--- src/rtl/fetch_pkg.sv ---
// Shared types and constants for the instruction fetch controller.
package fetch_pkg;

  // Controller states: request outstanding, instruction held, halted on error.
  typedef enum logic [1:0] {
    FETCH = 2'd0,
    HOLD  = 2'd1,
    ERR   = 2'd2
  } fetch_state_t;

  // Size of one instruction word in bytes.
  localparam logic [31:0] INSN_BYTES = 32'd4;

  // Width of the request wait counter; wide enough for MAX_WAIT up to 255.
  localparam int unsigned WAIT_CTR_W = 8;

  // Sequential fetch address; wraps naturally modulo 2^32.
  function automatic logic [31:0] next_pc(input logic [31:0] pc);
    return pc + INSN_BYTES;
  endfunction

endpackage

--- src/rtl/fetch_wait_ctr.sv ---
// Request wait counter: counts request cycles that ended without an ack and
// flags the cycle on which the MAX_WAIT-th such cycle is happening.
module fetch_wait_ctr
  import fetch_pkg::*;
#(
  parameter int unsigned MAX_WAIT = 15
) (
  input  logic clk,
  input  logic rst_n,
  input  logic clr,
  input  logic en,
  output logic expired
);

  localparam logic [WAIT_CTR_W-1:0] LAST_CNT = WAIT_CTR_W'(MAX_WAIT - 1);

  logic [WAIT_CTR_W-1:0] cnt_q;
  logic [WAIT_CTR_W-1:0] cnt_d;

  // Expired while the current no-ack cycle is the MAX_WAIT-th in a row.
  assign expired = en && (cnt_q == LAST_CNT);

  // Next count: clear wins, otherwise advance on each waiting cycle.
  always_comb begin
    cnt_d = cnt_q;
    if (clr) begin
      cnt_d = '0;
    end else if (en && !expired) begin
      cnt_d = cnt_q + WAIT_CTR_W'(1);
    end
  end

  // Counter register.
  always_ff @(posedge clk or negedge rst_n) begin
    if (!rst_n) begin
      cnt_q <= '0;
    end else begin
      cnt_q <= cnt_d;
    end
  end

endmodule

--- src/rtl/fetch_ctrl.sv ---
// Instruction fetch controller: issues one memory request at a time, holds the
// returned instruction for decode, handles redirects and request timeouts.
// Optional build macro FETCH_CTRL_MISALIGN_TRAP_EN: when defined, a redirect
// to a non word-aligned target halts the controller with misalign_err; when
// undefined, the low two target bits are cleared instead.
module fetch_ctrl
  import fetch_pkg::*;
#(
  parameter logic [31:0] RESET_PC = 32'h0000_0000,
  parameter int unsigned MAX_WAIT = 15
) (
  input  logic        clk,
  input  logic        rst_n,
  input  logic        redirect_valid,
  input  logic [31:0] redirect_pc,
  output logic        imem_req,
  output logic [31:0] imem_addr,
  input  logic        imem_ack,
  input  logic [31:0] imem_rdata,
  output logic        inst_valid,
  input  logic        inst_ready,
  output logic [31:0] inst_pc,
  output logic [31:0] inst_data,
  output logic        fetch_err,
  output logic        misalign_err
);

  fetch_state_t state_q, state_d;
  logic [31:0]  pc_q, pc_d;
  logic         pend_valid_q, pend_valid_d;
  logic [31:0]  pend_pc_q, pend_pc_d;
  logic         imem_req_q, imem_req_d;
  logic         inst_valid_q, inst_valid_d;
  logic [31:0]  inst_pc_q, inst_pc_d;
  logic [31:0]  inst_data_q, inst_data_d;
  logic         fetch_err_q, fetch_err_d;
  logic         misalign_err_q, misalign_err_d;

  logic         ctr_clr;
  logic         ctr_en;
  logic         ctr_expired;

  logic [31:0]  redir_pc;
  logic         redir_bad;

`ifdef FETCH_CTRL_MISALIGN_TRAP_EN
  assign redir_pc  = redirect_pc;
  assign redir_bad = redirect_valid && (redirect_pc[1:0] != 2'b00);
`else
  logic unused_redir_lsb;
  assign unused_redir_lsb = ^redirect_pc[1:0];
  assign redir_pc  = {redirect_pc[31:2], 2'b00};
  assign redir_bad = 1'b0;
`endif

  // Count only cycles where a real request is outstanding and unanswered.
  assign ctr_en = (state_q == FETCH) && imem_req_q && !imem_ack;

  fetch_wait_ctr #(
    .MAX_WAIT (MAX_WAIT)
  ) u_wait_ctr (
    .clk     (clk),
    .rst_n   (rst_n),
    .clr     (ctr_clr),
    .en      (ctr_en),
    .expired (ctr_expired)
  );

  assign imem_req     = imem_req_q;
  assign imem_addr    = pc_q;
  assign inst_valid   = inst_valid_q;
  assign inst_pc      = inst_pc_q;
  assign inst_data    = inst_data_q;
  assign fetch_err    = fetch_err_q;
  assign misalign_err = misalign_err_q;

  // Next-state and registered-output computation for the fetch FSM.
  always_comb begin
    state_d        = state_q;
    pc_d           = pc_q;
    pend_valid_d   = pend_valid_q;
    pend_pc_d      = pend_pc_q;
    imem_req_d     = imem_req_q;
    inst_valid_d   = inst_valid_q;
    inst_pc_d      = inst_pc_q;
    inst_data_d    = inst_data_q;
    fetch_err_d    = fetch_err_q;
    misalign_err_d = misalign_err_q;
    ctr_clr        = 1'b0;

    unique case (state_q)
      FETCH: begin
        if (redir_bad) begin
          // Misaligned redirect target halts the controller.
          state_d        = ERR;
          imem_req_d     = 1'b0;
          inst_valid_d   = 1'b0;
          pend_valid_d   = 1'b0;
          fetch_err_d    = 1'b1;
          misalign_err_d = 1'b1;
        end else if (!imem_req_q) begin
          // First cycle out of reset: nothing outstanding, so any ack is
          // stale and ignored; a redirect simply replaces the start address.
          imem_req_d = 1'b1;
          ctr_clr    = 1'b1;
          if (redirect_valid) begin
            pc_d = redir_pc;
          end
        end else if (imem_ack) begin
          if (redirect_valid) begin
            // Response belongs to a squashed path; refetch at the new target.
            pc_d         = redir_pc;
            pend_valid_d = 1'b0;
            ctr_clr      = 1'b1;
          end else if (pend_valid_q) begin
            pc_d         = pend_pc_q;
            pend_valid_d = 1'b0;
            ctr_clr      = 1'b1;
          end else begin
            state_d      = HOLD;
            imem_req_d   = 1'b0;
            inst_valid_d = 1'b1;
            inst_pc_d    = pc_q;
            inst_data_d  = imem_rdata;
          end
        end else if (ctr_expired) begin
          state_d      = ERR;
          imem_req_d   = 1'b0;
          inst_valid_d = 1'b0;
          pend_valid_d = 1'b0;
          fetch_err_d  = 1'b1;
        end else if (redirect_valid) begin
          // Address must stay stable while requesting; remember the target.
          pend_valid_d = 1'b1;
          pend_pc_d    = redir_pc;
        end
      end

      HOLD: begin
        if (redir_bad) begin
          state_d        = ERR;
          inst_valid_d   = 1'b0;
          fetch_err_d    = 1'b1;
          misalign_err_d = 1'b1;
        end else if (redirect_valid) begin
          // Redirect beats a simultaneous accept: drop the held word.
          state_d      = FETCH;
          pc_d         = redir_pc;
          imem_req_d   = 1'b1;
          inst_valid_d = 1'b0;
          ctr_clr      = 1'b1;
        end else if (inst_ready) begin
          state_d      = FETCH;
          pc_d         = next_pc(pc_q);
          imem_req_d   = 1'b1;
          inst_valid_d = 1'b0;
          ctr_clr      = 1'b1;
        end
      end

      ERR: begin
        imem_req_d   = 1'b0;
        inst_valid_d = 1'b0;
        fetch_err_d  = 1'b1;
      end

      default: begin
        state_d     = ERR;
        imem_req_d  = 1'b0;
        fetch_err_d = 1'b1;
      end
    endcase
  end

  // FSM state and registered outputs.
  always_ff @(posedge clk or negedge rst_n) begin
    if (!rst_n) begin
      state_q        <= FETCH;
      pc_q           <= RESET_PC;
      pend_valid_q   <= 1'b0;
      pend_pc_q      <= '0;
      imem_req_q     <= 1'b0;
      inst_valid_q   <= 1'b0;
      inst_pc_q      <= '0;
      inst_data_q    <= '0;
      fetch_err_q    <= 1'b0;
      misalign_err_q <= 1'b0;
    end else begin
      state_q        <= state_d;
      pc_q           <= pc_d;
      pend_valid_q   <= pend_valid_d;
      pend_pc_q      <= pend_pc_d;
      imem_req_q     <= imem_req_d;
      inst_valid_q   <= inst_valid_d;
      inst_pc_q      <= inst_pc_d;
      inst_data_q    <= inst_data_d;
      fetch_err_q    <= fetch_err_d;
      misalign_err_q <= misalign_err_d;
    end
  end

endmodule

--- config.mk ---
export PLATFORM = sky130hd
export DESIGN_NAME = fetch_ctrl
export DESIGN_NICKNAME = d
export VERILOG_FILES = /design/src/rtl/fetch_pkg.sv /design/src/rtl/fetch_wait_ctr.sv /design/src/rtl/fetch_ctrl.sv
export SDC_FILE = /design/constraint.sdc
export NUM_CORES = 1
export LEC_CHECK = 0
export BUFFER_PORTS_ARGS = -buffer_cell sky130_fd_sc_hd__buf_2
export CAP_MARGIN = 20
export CORE_ASPECT_RATIO = 1.1
export CORE_UTILIZATION = 54
export CTS_BUF_LIST = sky130_fd_sc_hd__clkbuf_4 sky130_fd_sc_hd__clkbuf_8 sky130_fd_sc_hd__clkbuf_16
export DETAILED_ROUTE_END_ITERATION = 12
export PLACE_DENSITY = 0.9
export SLEW_MARGIN = 20
export SYNTH_ARGS = -nofsm -noshare
export SYNTH_HDL_FRONTEND = slang
export SYNTH_SLANG_ARGS = --single-unit
--- constraint.sdc ---
create_clock -name clk -period 2.8 [get_ports clk]
set_input_delay 0.42 -clock clk [delete_from_list [all_inputs] [get_ports clk]]
set_output_delay 0.42 -clock clk [all_outputs]
set_load 0.02 [all_outputs]
# Word level (Yosys, flattened, before mapping)
# Cells that the tools add are included.
[word_totals]
output_inout_bits = 100
regBits = 140
in_bits = 69
[op_classes]
muxes = 46
n_reduce_logical = 18
eq_ne = 13
n_bitwise = 6
n_addsub = 2
[ops]
columns = ["operator", "n"]
rows = [
  ["$mux W32", 7],
  ["$pmux W32 S2", 1],
  ["$add A32 B3 Y32 const B", 1],
  ["$mux W1", 24],
  ["$mux W8", 2],
  ["$ne A3 B3 Y1 const B", 5],
  ["$reduce_and A5 Y1", 3],
  ["$mux W2", 7],
  ["$reduce_and A6 Y1", 2],
  ["$add A8 B1 Y8 const B", 1],
  ["$eq A8 B4 Y1 const B", 1],
  ["$not A1 Y1", 6],
  ["$pmux W1 S2", 3],
  ["$pmux W2 S3", 1],
  ["$reduce_bool A3 Y1", 2],
  ["$logic_and A1 B1 Y1", 4],
  ["$ne A2 B2 Y1 const B", 2],
  ["$ne A4 B4 Y1 const B", 1],
  ["$reduce_and A4 Y1", 1],
  ["$reduce_bool A2 Y1", 2],
  ["$ne A3 B2 Y1 const B", 1],
  ["$pmux W1 S3", 1],
  ["$reduce_and A3 Y1", 1],
  ["$eq A2 B1 Y1 const B", 1],
  ["other kinds (4)", 5],
]

# Depth between registers and ports, before layout
# Gate-level depths: netlist of the first run.
[logic_depth]
depth_word = 8
ltp_mapped = 9
ltp_nobuf = 7

# Cells and area by module
# From an unflattened synthesis of the first run, not the netlist that was laid out.
[hier_totals]
hier_cells = 651
area_unflattened_um2 = 7058.0
[by_module_without_submodules]
columns = ["mod", "instances", "area_each_um2", "cells_each"]
rows = [
  ["fetch_ctrl", 1, 6583.8, 602],
  ["fetch_wait_ctr", 1, 474.2, 49],
]

# Worst setup path before layout of the first run
# No wires, ideal clock.
[synth_path]
kind = "register to register"
startpoint = "register pc_q[4], in the netlist imem_addr[4]"
endpoint = "register pc_q[15], in the netlist imem_addr[15]"
path_stages_with_launch = 8
setup_slack_ns = 0.713
arrival_time_ns = 1.954
required_ns = 2.667
setup_ns = 0.133
cell_sequence = "dfrtp_1 buf_2 nand4_2 or4_1 buf_2 or3_1 o221ai_2 a21oi_2"
[synth_between]
elab_chain_len = 4
[synth_rtl]
columns = ["item", "line", "text"]
rows = [
  ["start, declared", "fetch_ctrl.sv:29", "logic [31:0] pc_q, pc_d;"],
  ["start signal, assigned", "fetch_ctrl.sv:190", "pc_q <= pc_d;"],
  ["$add A32 B3 Y32", "fetch_pkg.sv:19", "return pc + INSN_BYTES;"],
  ["$mux W32", "fetch_ctrl.sv:152", "end else if (inst_ready) begin"],
  ["$mux W32", "fetch_ctrl.sv:145", "end else if (redirect_valid) begin"],
  ["$pmux W32 S2", "fetch_ctrl.sv:91", "unique case (state_q)"],
]
# Every way passes these cells. The select of a mux whose other input is x is not followed.
# A chain may end at the register's enable or synchronous reset.

# Final worst setup path of the first run
[layout_path]
startpoint = "register pc_q[2], in the netlist imem_addr[2]"
endpoint = "register pc_q[26], in the netlist imem_addr[26]"
# Same word-level chain as after synthesis.

==> flow_metrics.tcl, run 1 <==
set metrics [dict create \
    status "finished clean" \
    irDropWorstVdd_v 0.000826 \
    syn-mean-instance-area_um2 11.2 \
    synthArstFlopShare_pct 100 \
    ioPinCount 169 \
    synth_area_leaders "dfrtp_1 49%, mux2_2 16%, o22a_1 3.3%, mux2i_1 2.5%, a21oi_1 2.2%" \
    power_density_nw_per_um2 1030 \
    worstSetupEndpointType "flop" \
    ctsHoldBuffers 1 \
    start_util_pct 55.2 \
    crit_arrival_ps 2710 \
    setup.worst_path.start "imem_addr[2]" \
    coreArea_um2 12500 \
    die_h_um 121 \
    r2r_end "imem_addr[26]" \
    vias 5941 \
    worst_pin_slew_ps 777 \
    synth-seq-cells 136 \
    die_area_um2 13300 \
    synth.distinct_cells 60 \
    post-route-period-util_pct 86.8 \
    synth_top_area_share_pct 49.2 \
    gp_congestion 0.853 \
    placed_area_um2 7930 \
    drcViolationCount 0 \
    cp_max_fo 7 \
    max_stage_delay_ps 640 \
    p_seq_share_pct 39.1 \
    numCtsBuffers 17 \
    syn_to_final_growth_pct 24.0 \
    final_cells 951 \
    p_sw_mw 3.31 \
    pre_cts_slack_ps 478 \
    insertedDiodeCount 0 \
    max_freq_mhz 411 \
    post-route-min-period_ps 2430 \
    post_cts_buffers 0 \
    clock_path_buffers 2 \
    grt_max_degree 64 \
    core.rowCount 43 \
    maxSlewHeadroom_pct 48.0 \
    crit_end "imem_addr[26]" \
    drt_wl_total_um 18000 \
    clk_pin_slew_worst_paths_ps 60 \
    root_buffer "clkbuf_16" \
    syn-instance-count 616 \
    seq_area_frac_synth_pct 49.2 \
    via_per_inst 6.25 \
    layout_commonest_cell "buf_2" \
    routedWlPerCell_um 18.9 \
    synth_flop_cell "dfrtp_1" \
    grt_pass1_wl_um 29200 \
    setup_slack_ps 369 \
    crit_type "reg -> reg" \
    setup_tns_ps 0 \
    layout.nets 857 \
    htree_levels 4 \
    crit_chain "ha_1 > nand4_2 > or4_1 > o31ai_1 > a22oi_1" \
    clock_skew_ps 11.3 \
    min_path_type "in -> reg" \
    hold_viol_final 0 \
    ant_nets 0 \
    finalMaxSlewViolations 0 \
    pwr-share-clk_pct 27.4 \
    antenna_found_initial 0 \
    r2r_slack_ps 370 \
    dr.pass1.iters 6 \
    io_buffers 161 \
    die_x_um 110 \
    rr_worst_depth 5 \
    drtIter0Drc 417 \
    synth-edff-count 0 \
    cts_num_sinks 136 \
    cts_tree "yes" \
    layout_common_cells "160 x buf_2, 136 x dfrtp_1, 96 x mux2_2, 34 x nor2_1, 31 x a21oi_1" \
    r2r-start "imem_addr[2]" \
    p_leak_nw 4.14 \
    grt_pass1_vias 5904 \
    synth_top_area_cell "dfrtp_1" \
    crit_path_start_kind "flop" \
    combPwrFrac_pct 33.6 \
    dp_cells 918 \
    p_int_mw 5.54 \
    track_usage_pct 28.6 \
    yosysWarnings 0 \
    overflow 0 \
    final_area_um2 8580 \
    cp.required_ps 3080 \
    slowest_stage "or4_1" \
    rsz0062_at_grt "false" \
    switching_share_pct 37.4 \
    syn_area_um2 6920 \
    maxCapViolCount 0 \
    finalSetupViolations 0 \
    drive_above_1_share_pct 40.7 \
    hpwl_um 11600 \
    post_cts_resized 0 \
    clk_latency_ps 430 \
]
[sequential cells by signal (all words and copies together) (netlist names), 2 cells and up]
signal            cells
imem_addr            30
inst_data            32
inst_pc              30
pend_pc_q            30
state_q               2
u_wait_ctr.cnt_q      8
[Yosys cell counts, types with 7 or more instances]
cell / count
and4_1: 7
o21ai_0: 18
buf_2: 20
nand3_1: 14
nor3_1: 7
mux2i_1: 17
a21oi_1: 31
clkbuf_1: 14
nor2_1: 34
o22ai_1: 21
mux2_2: 96
dfrtp_1: 136
o22a_1: 26
a31oi_1: 9
nand2_1: 30
ha_1: 7
inv_1: 12
[routing by layer]
layer / routed length (um) / vias to the layer above / track usage [%] / part of all wire [%]
li1: - / 2658 / - / -
met1: 7020 / 2890 / 34.8 / 39
met2: 8960 / 322 / 46.3 / 50
met3: 1380 / 71 / 7.01 / 7.7
met4: 629 / 0 / 15.7 / 3.5
met5: 0 / - / 0 / 0
[critical path: cells and delay by family (launching register included)]
kind / cells / cell delay, ps
and+or+nand+nor: 2 / 970
AOI/OAI and AO/OA: 2 / 450
adders and majority gates: 1 / 400
DFF: 1 / 470
[final cells by class]
class                   instances  area [um^2]
clock inverters                11          169
repair buffers                184         1000
fillers                       918         3950
multi-input cells             429         3290
flip-flops and latches        136         3400
inverters                      13         48.8
well taps                     157          196
clock buffers                  21          474
[cell families (layout without fill, tap and decap cells)]
| kind of cell | Yosys count | after routing | synth area share (%) |
|---|---|---|---|
| buffers and inverters | 55 | 229 | 3.62 |
| adders and majority gates | 7 | 7 | 1.27 |
| xor gates and xnor gates | 10 | 10 | 1.27 |
| DFF | 136 | 136 | 49.2 |
| other | 1 | 5 | 0.0542 |
| muxes | 113 | 113 | 18.1 |
| AOI/OAI and AO/OA | 157 | 157 | 15.9 |
| and+or+nand+nor | 137 | 137 | 10.6 |
[power groups by stage]
| stage | clock network (mW) | logic [mW] | registers [mW] |
|---|---|---|---|
| after global routing | 2.53 | 3.20 | 3.56 |
| after global placement | 0 | 2.83 | 3.39 |
| after floorplan | 0 | 1.34 | 3.93 |
| after CTS | 2.46 | 2.97 | 3.43 |
| final | 2.42 | 2.97 | 3.46 |
| after detailed placement | 0 | 2.92 | 3.44 |
[how the worst min path moves through the flow]
stage / from / end / slack [ps] / cells past startpoint
after floorplan: rst_n / fetch_err / 120 / 0
after detailed placement: rst_n / inst_data[2] / 450 / 1
after global placement: rst_n / inst_data[5] / 450 / 1
after global routing: imem_rdata[26] / inst_data[26] / 210 / 2
final: imem_rdata[16] / inst_data[16] / 220 / 2
after CTS: imem_rdata[15] / inst_data[15] / 210 / 2
[metrics by stage]
| step | utilization, % | hold WS (ps) | total power [mW] |
|---|---|---|---|
| after floorplan | - | 124 | 5.26 |
| after global placement | 63.3 | 446 | 6.22 |
| after detailed placement | 63.3 | 451 | 6.36 |
| after CTS | 68.5 | 209 | 8.86 |
| after global routing | 68.5 | 215 | 9.30 |
| final | 68.5 | 220 | 8.85 |
Note: power is estimated with default switching activity, not from simulation.
==> run 2: changes to the inputs <==
Settings changed: BUFFER_PORTS_ARGS -buffer_cell sky130_fd_sc_hd__buf_2 to default, CORE_UTILIZATION 54 to 56, CTS_CLUSTER_SIZE from default to 40, DONT_BUFFER_PORTS from default to 1, PLACE_DENSITY 0.9 to 0.8.
==> run 2 against run 1 <==
Compared with the run above:
- utilization down 4.6 points
- sequential cell count stayed put
- worst hold slack got worse by 520 ps
- largest cell class unchanged
- the run now ends with negative hold slack left
- worst setup slack gained 6.3 ps
- die area is 3.5% lower
- non-clock buffer count decreased by 163
- register-to-register slack barely moved
==> flow_metrics.tcl, run 2 (synthesized netlist as in run 1, its figures left out) <==
set metrics [dict create \
    status "finished with violations" \
    violations "negative hold slack" \
    register_area_um2 3400 \
    grt_pass1_vias 5231 \
    post_cts_buffers 0 \
    syn_to_final_growth_pct 11.0 \
    dr.max_layer_used "met4" \
    antenna_found_initial 0 \
    drt_wl_total_um 17100 \
    layout_common_cells "136 x dfrtp_1, 96 x mux2_2, 34 x nor2_1, 31 x a21oi_1, 30 x nand2_1" \
    wl_met2_um 8470 \
    cts_tree "yes" \
    ant_nets 0 \
    clock_path_buffers 2 \
    core.rowCount 42 \
    post_cts_resized 0 \
    irDropWorstVdd_v 0.000590 \
    gp_congestion 0.866 \
    die_x_um 108 \
    post-route-period-util_pct 86.6 \
    worst_pin_slew_ps 767 \
    hpwl_um 11400 \
    routedWlPerCell_um 21.8 \
    start_util_pct 57.5 \
    grt_pass1_wl_um 27300 \
    multi_input_area_um2 3290 \
    hold_viol_final 136 \
    clock_skew_ps 5.63 \
    rsz0062_at_grt "false" \
    cp_max_fo 8 \
    via_per_inst 6.65 \
    setup_slack_ps 376 \
    largest_reg_flops 32 \
    post-route-min-period_ps 2420 \
    drive_above_1_share_pct 25.5 \
    grt_max_degree 137 \
    htree_levels 4 \
    crit_arrival_ps 2720 \
    max_freq_mhz 412 \
    maxCapViolCount 0 \
    setup_tns_ps 0 \
    power_density_nw_per_um2 1040 \
    coreArea_um2 12000 \
    overflow 0 \
    maxSlewHeadroom_pct 48.6 \
    nFillCells 894 \
    die_area_um2 12800 \
    ioPinCount 169 \
    layout.nets 694 \
    cts_num_sinks 136 \
    pre_cts_slack_ps 443 \
    numCtsBuffers 17 \
    die_h_um 119 \
    wl_met3_um 1700 \
    clk_latency_ps 420 \
    worstSetupEndpointType "flop" \
    dr.pass1.iters 6 \
    clk_pin_slew_worst_paths_ps 60 \
    finalSetupViolations 0 \
    finalMaxSlewViolations 0 \
    dp_cells 753 \
    insertedDiodeCount 0 \
    m1WireLength_um 6530 \
    cp.required_ps 3100 \
    root_buffer "clkbuf_16" \
    drtIter0Drc 464 \
    layout_commonest_cell "dfrtp_1" \
    final_cells 785 \
    vias 5223 \
    crit_type "reg -> reg" \
    crit_path_start_kind "flop" \
    whs_ps -297 \
    io_buffers 0 \
    track_usage_pct 28.0 \
    min_path_type "in -> async" \
    p_total_mw 8.03 \
    p_leak_nw 3.38 \
    drcViolationCount 0 \
]
==> run 2: area by class of cell <==
| class | instances | share of cell area (%) |
|---|---|---|
| Clock inverter | 14 | 1.92 |
| Tap cell | 154 | 2.51 |
| Timing Repair Buffer | 21 | 2.05 |
| Inverter | 13 | 0.635 |
| Sequential cell | 136 | 44.3 |
| Clock buffer | 18 | 5.72 |
| Multi-Input combinational cell | 429 | 42.9 |
==> run 2: through the flow <==
step | utilization [%] | cell area [um^2]
2_1_floorplan | - | 6940
3_3_place_gp | 59.0 | 7100
3_5_place_dp | 59.0 | 7100
4_1_cts | 63.8 | 7680
5_1_grt | 63.8 | 7680
6_report | 63.8 | 7680
==> run 2: path summary, 6_finish.rpt <==
check,slack [ps],endpoint,from,cells past startpoint
min in group clk,140,inst_valid,imem_ack,2
max in group asynchronous,2810,inst_data[13],rst_n,0
min,-300,u_wait_ctr.cnt_q[6],rst_n,0
max reg2reg,380,imem_addr[21],imem_addr[6],5
min reg2reg,510,pend_pc_q[15],pend_pc_q[15],1
max,380,imem_addr[21],imem_addr[6],5
==> run 2: where the power goes <==
part,switching (mW),internal (mW)
combinational,0.789,0.867
sequential,1.45,2.71
clock,0.868,1.34
total,3.11,4.92
==> run 2: worst max-delay path, cell delays in order (launching register included) <==
cell and delay (ps):
dfrtp_1 610, nand4_2 240, or4_1 790, nor4_1 360
nor3_1 80, o22a_1 210
==> run 2: routing by layer <==
metal / global-route usage, % / vias up
met5: 0 / -
met4: 14.8 / 0
met3: 9.21 / 42
met2: 43.2 / 297
met1: 34.6 / 2567
li1: - / 2317
==> run 3: changes to the inputs <==
Settings changed: ABC_AREA from default to 1, ABC_CLOCK_PERIOD_IN_PS from default to 2800.
==> run 3 against run 2 <==
Compared with the run above:
- the run still ends with negative hold slack left
- global-route usage up 0.12 points
- power up 23%
- die area up 2.4%
- largest cell class unchanged
- largest power group unchanged
==> flow_metrics.tcl, run 3 <==
set metrics [dict create \
    synth_common_cells "178 x nand2_1, 136 x dfrtp_1, 136 x nor2_1" \
    whs_ps -307 \
    layout.nets 959 \
    vias 5956 \
    synthArstFlopShare_pct 100 \
    die_area_um2 13100 \
    syn_area_um2 7090 \
    synth.most_common_cell "nand2_1" \
    insertedDiodeCount 0 \
    coreArea_um2 12200 \
    seq_area_frac_synth_pct 48.0 \
    drive_above_1_share_pct 9.82 \
    htree_levels 4 \
    drcViolationCount 0 \
    cts_tree "yes" \
    via_per_inst 5.67 \
    post-route-min-period_ps 2270 \
    syn-mean-instance-area_um2 7.91 \
    largest_reg_flops 32 \
    ioPinCount 169 \
    grt_pass1_wl_um 28100 \
    hold_viol_final 136 \
    ant_nets 0 \
    violations "negative hold slack" \
    path_buf_inv 3 \
    irDropWorstVdd_v 0.000895 \
    antenna_found_initial 0 \
    syn_to_final_growth_pct 9.99 \
    clk_pin_slew_worst_paths_ps 60 \
    maxSlewHeadroom_pct 56.9 \
    pre_cts_slack_ps 557 \
    io_buffers 0 \
    yosysWarnings 0 \
    crit_chain "inv_1 > ha_1 > nand2_1 > inv_1 > nand3_4 > buf_4 > nand2_1 > o21ai_0" \
    crit_arrival_ps 2550 \
    status "finished with violations" \
    setup_tns_ps 0 \
    grt_pass1_vias 5610 \
    clock_path_buffers 2 \
    routedWlPerCell_um 16.7 \
    hpwl_um 12400 \
    maxCapViolCount 0 \
    grt_max_degree 137 \
    max_stage_delay_ps 490 \
    worstSetupEndpointType "flop" \
    clock_skew_ps 7.41 \
    synth_top_area_cell "dfrtp_1" \
    setup_slack_ps 534 \
    die_x_um 109 \
    clk_latency_ps 420 \
    cts_num_sinks 136 \
    synth_top_area_share_pct 48.0 \
    min_path_type "in -> async" \
    post-route-period-util_pct 80.9 \
    layout_common_cells "178 x nand2_1, 136 x nor2_1, 136 x dfrtp_1, 100 x o21ai_0, 85 x inv_1" \
    synth-edff-count 0 \
    core.rowCount 42 \
    dp_cells 1018 \
    synth.distinct_cells 35 \
    nFillCells 1052 \
    syn-instance-count 896 \
    crit_family "buffers and inverters" \
    post_cts_buffers 0 \
    rsz0062_at_grt "false" \
    slowest_stage "nand3_4" \
    synth-seq-cells 136 \
    finalMaxSlewViolations 0 \
    cp_max_fo 52 \
    track_usage_pct 28.1 \
    layout_commonest_cell "nand2_1" \
    synth_area_leaders "dfrtp_1 48%, nand2_1 9.4%, nor2_1 7.2%, o21ai_0 7.1%, mux2_2 5.2%" \
    numCtsBuffers 17 \
    drt_wl_total_um 17500 \
    p_leak_nw 3.71 \
    cp.required_ps 3090 \
    worst_pin_slew_ps 640 \
    crit_path_start_kind "flop" \
    finalSetupViolations 0 \
    root_buffer "clkbuf_16" \
    crit_type "reg -> reg" \
    drtIter0Drc 597 \
    post_cts_resized 0 \
    die_h_um 120 \
    rr_worst_depth 8 \
    power_density_nw_per_um2 1270 \
    dr.pass1.iters 6 \
    overflow 0 \
    gp_congestion 0.898 \
    critical_path_depth 8 \
    start_util_pct 58.1 \
    synth_flop_cell "dfrtp_1" \
    max_freq_mhz 441 \
    final_cells 1050 \
]
run 3: cell count changes after synthesis, sizes merged, moves of 26 or more:
cell / before / now
inv: 13 / 89
a21oi: 32 / 60
nand2: 30 / 180
nor2: 35 / 141
o21ai: 19 / 102
o22a: 26 / 0
mux2: 96 / 33
nand3: 14 / 48
run 3: metal layers:
metal	vias to the layer above	GRT usage [%]	part of all wire, %
met5	-	0	0
met4	0	12.7	3.1
met3	37	7.39	9.8
met2	305	44.2	47
met1	2719	36.1	40
li1	2895	-	-
run 3: cells by family after synthesis:
group           synth area share, %
xor+xnor                      0.741
fa+ha+maj                      1.24
other cells                  0.0529
compound gates                 14.5
flops                          48.0
simple gates                   22.3
mux                            5.24
buf+inv                        7.89
run 3: stage by stage:
step                hold WS, ps  power (mW)  utilization [%]  cell area (um^2)
floorplan                   124        6.68                -              7100
global placement            127        7.36             58.7              7150
detailed placement          127        7.47             58.7              7150
CTS                        -318        9.92             64.0              7800
global route               -320        10.6             64.0              7800
finish                     -307        9.91             64.0              7800
run 3: worst paths after layout:
kind / startpoint / end / slack (ps)
worst max register to register: state_q[0] / inst_pc[31] / 530
worst min-delay path: rst_n / inst_pc[4] / -310
worst min register to register: pend_pc_q[2] / pend_pc_q[2] / 470
min in group clk: redirect_pc[2] / pend_pc_q[2] / 140
worst max-delay path: state_q[0] / inst_pc[31] / 530
max in group asynchronous: rst_n / pend_pc_q[28] / 2930
run 3: layout make-up:
cell class | count | area [um^2] | area share [%]
Sequential cell | 136 | 3400 | 43.6
Multi-Input combinational cell | 629 | 3150 | 40.4
Clock buffer | 19 | 440 | 5.65
Inverter | 89 | 334 | 4.28
Clock inverter | 13 | 203 | 2.60
Tap cell | 154 | 193 | 2.47
Timing Repair Buffer | 10 | 75.1 | 0.963
run 3: report_power, final:
part	switching [mW]	internal, mW
sequential	1.67	2.86
combinational	1.85	1.11
clock	0.831	1.59
total	4.35	5.56
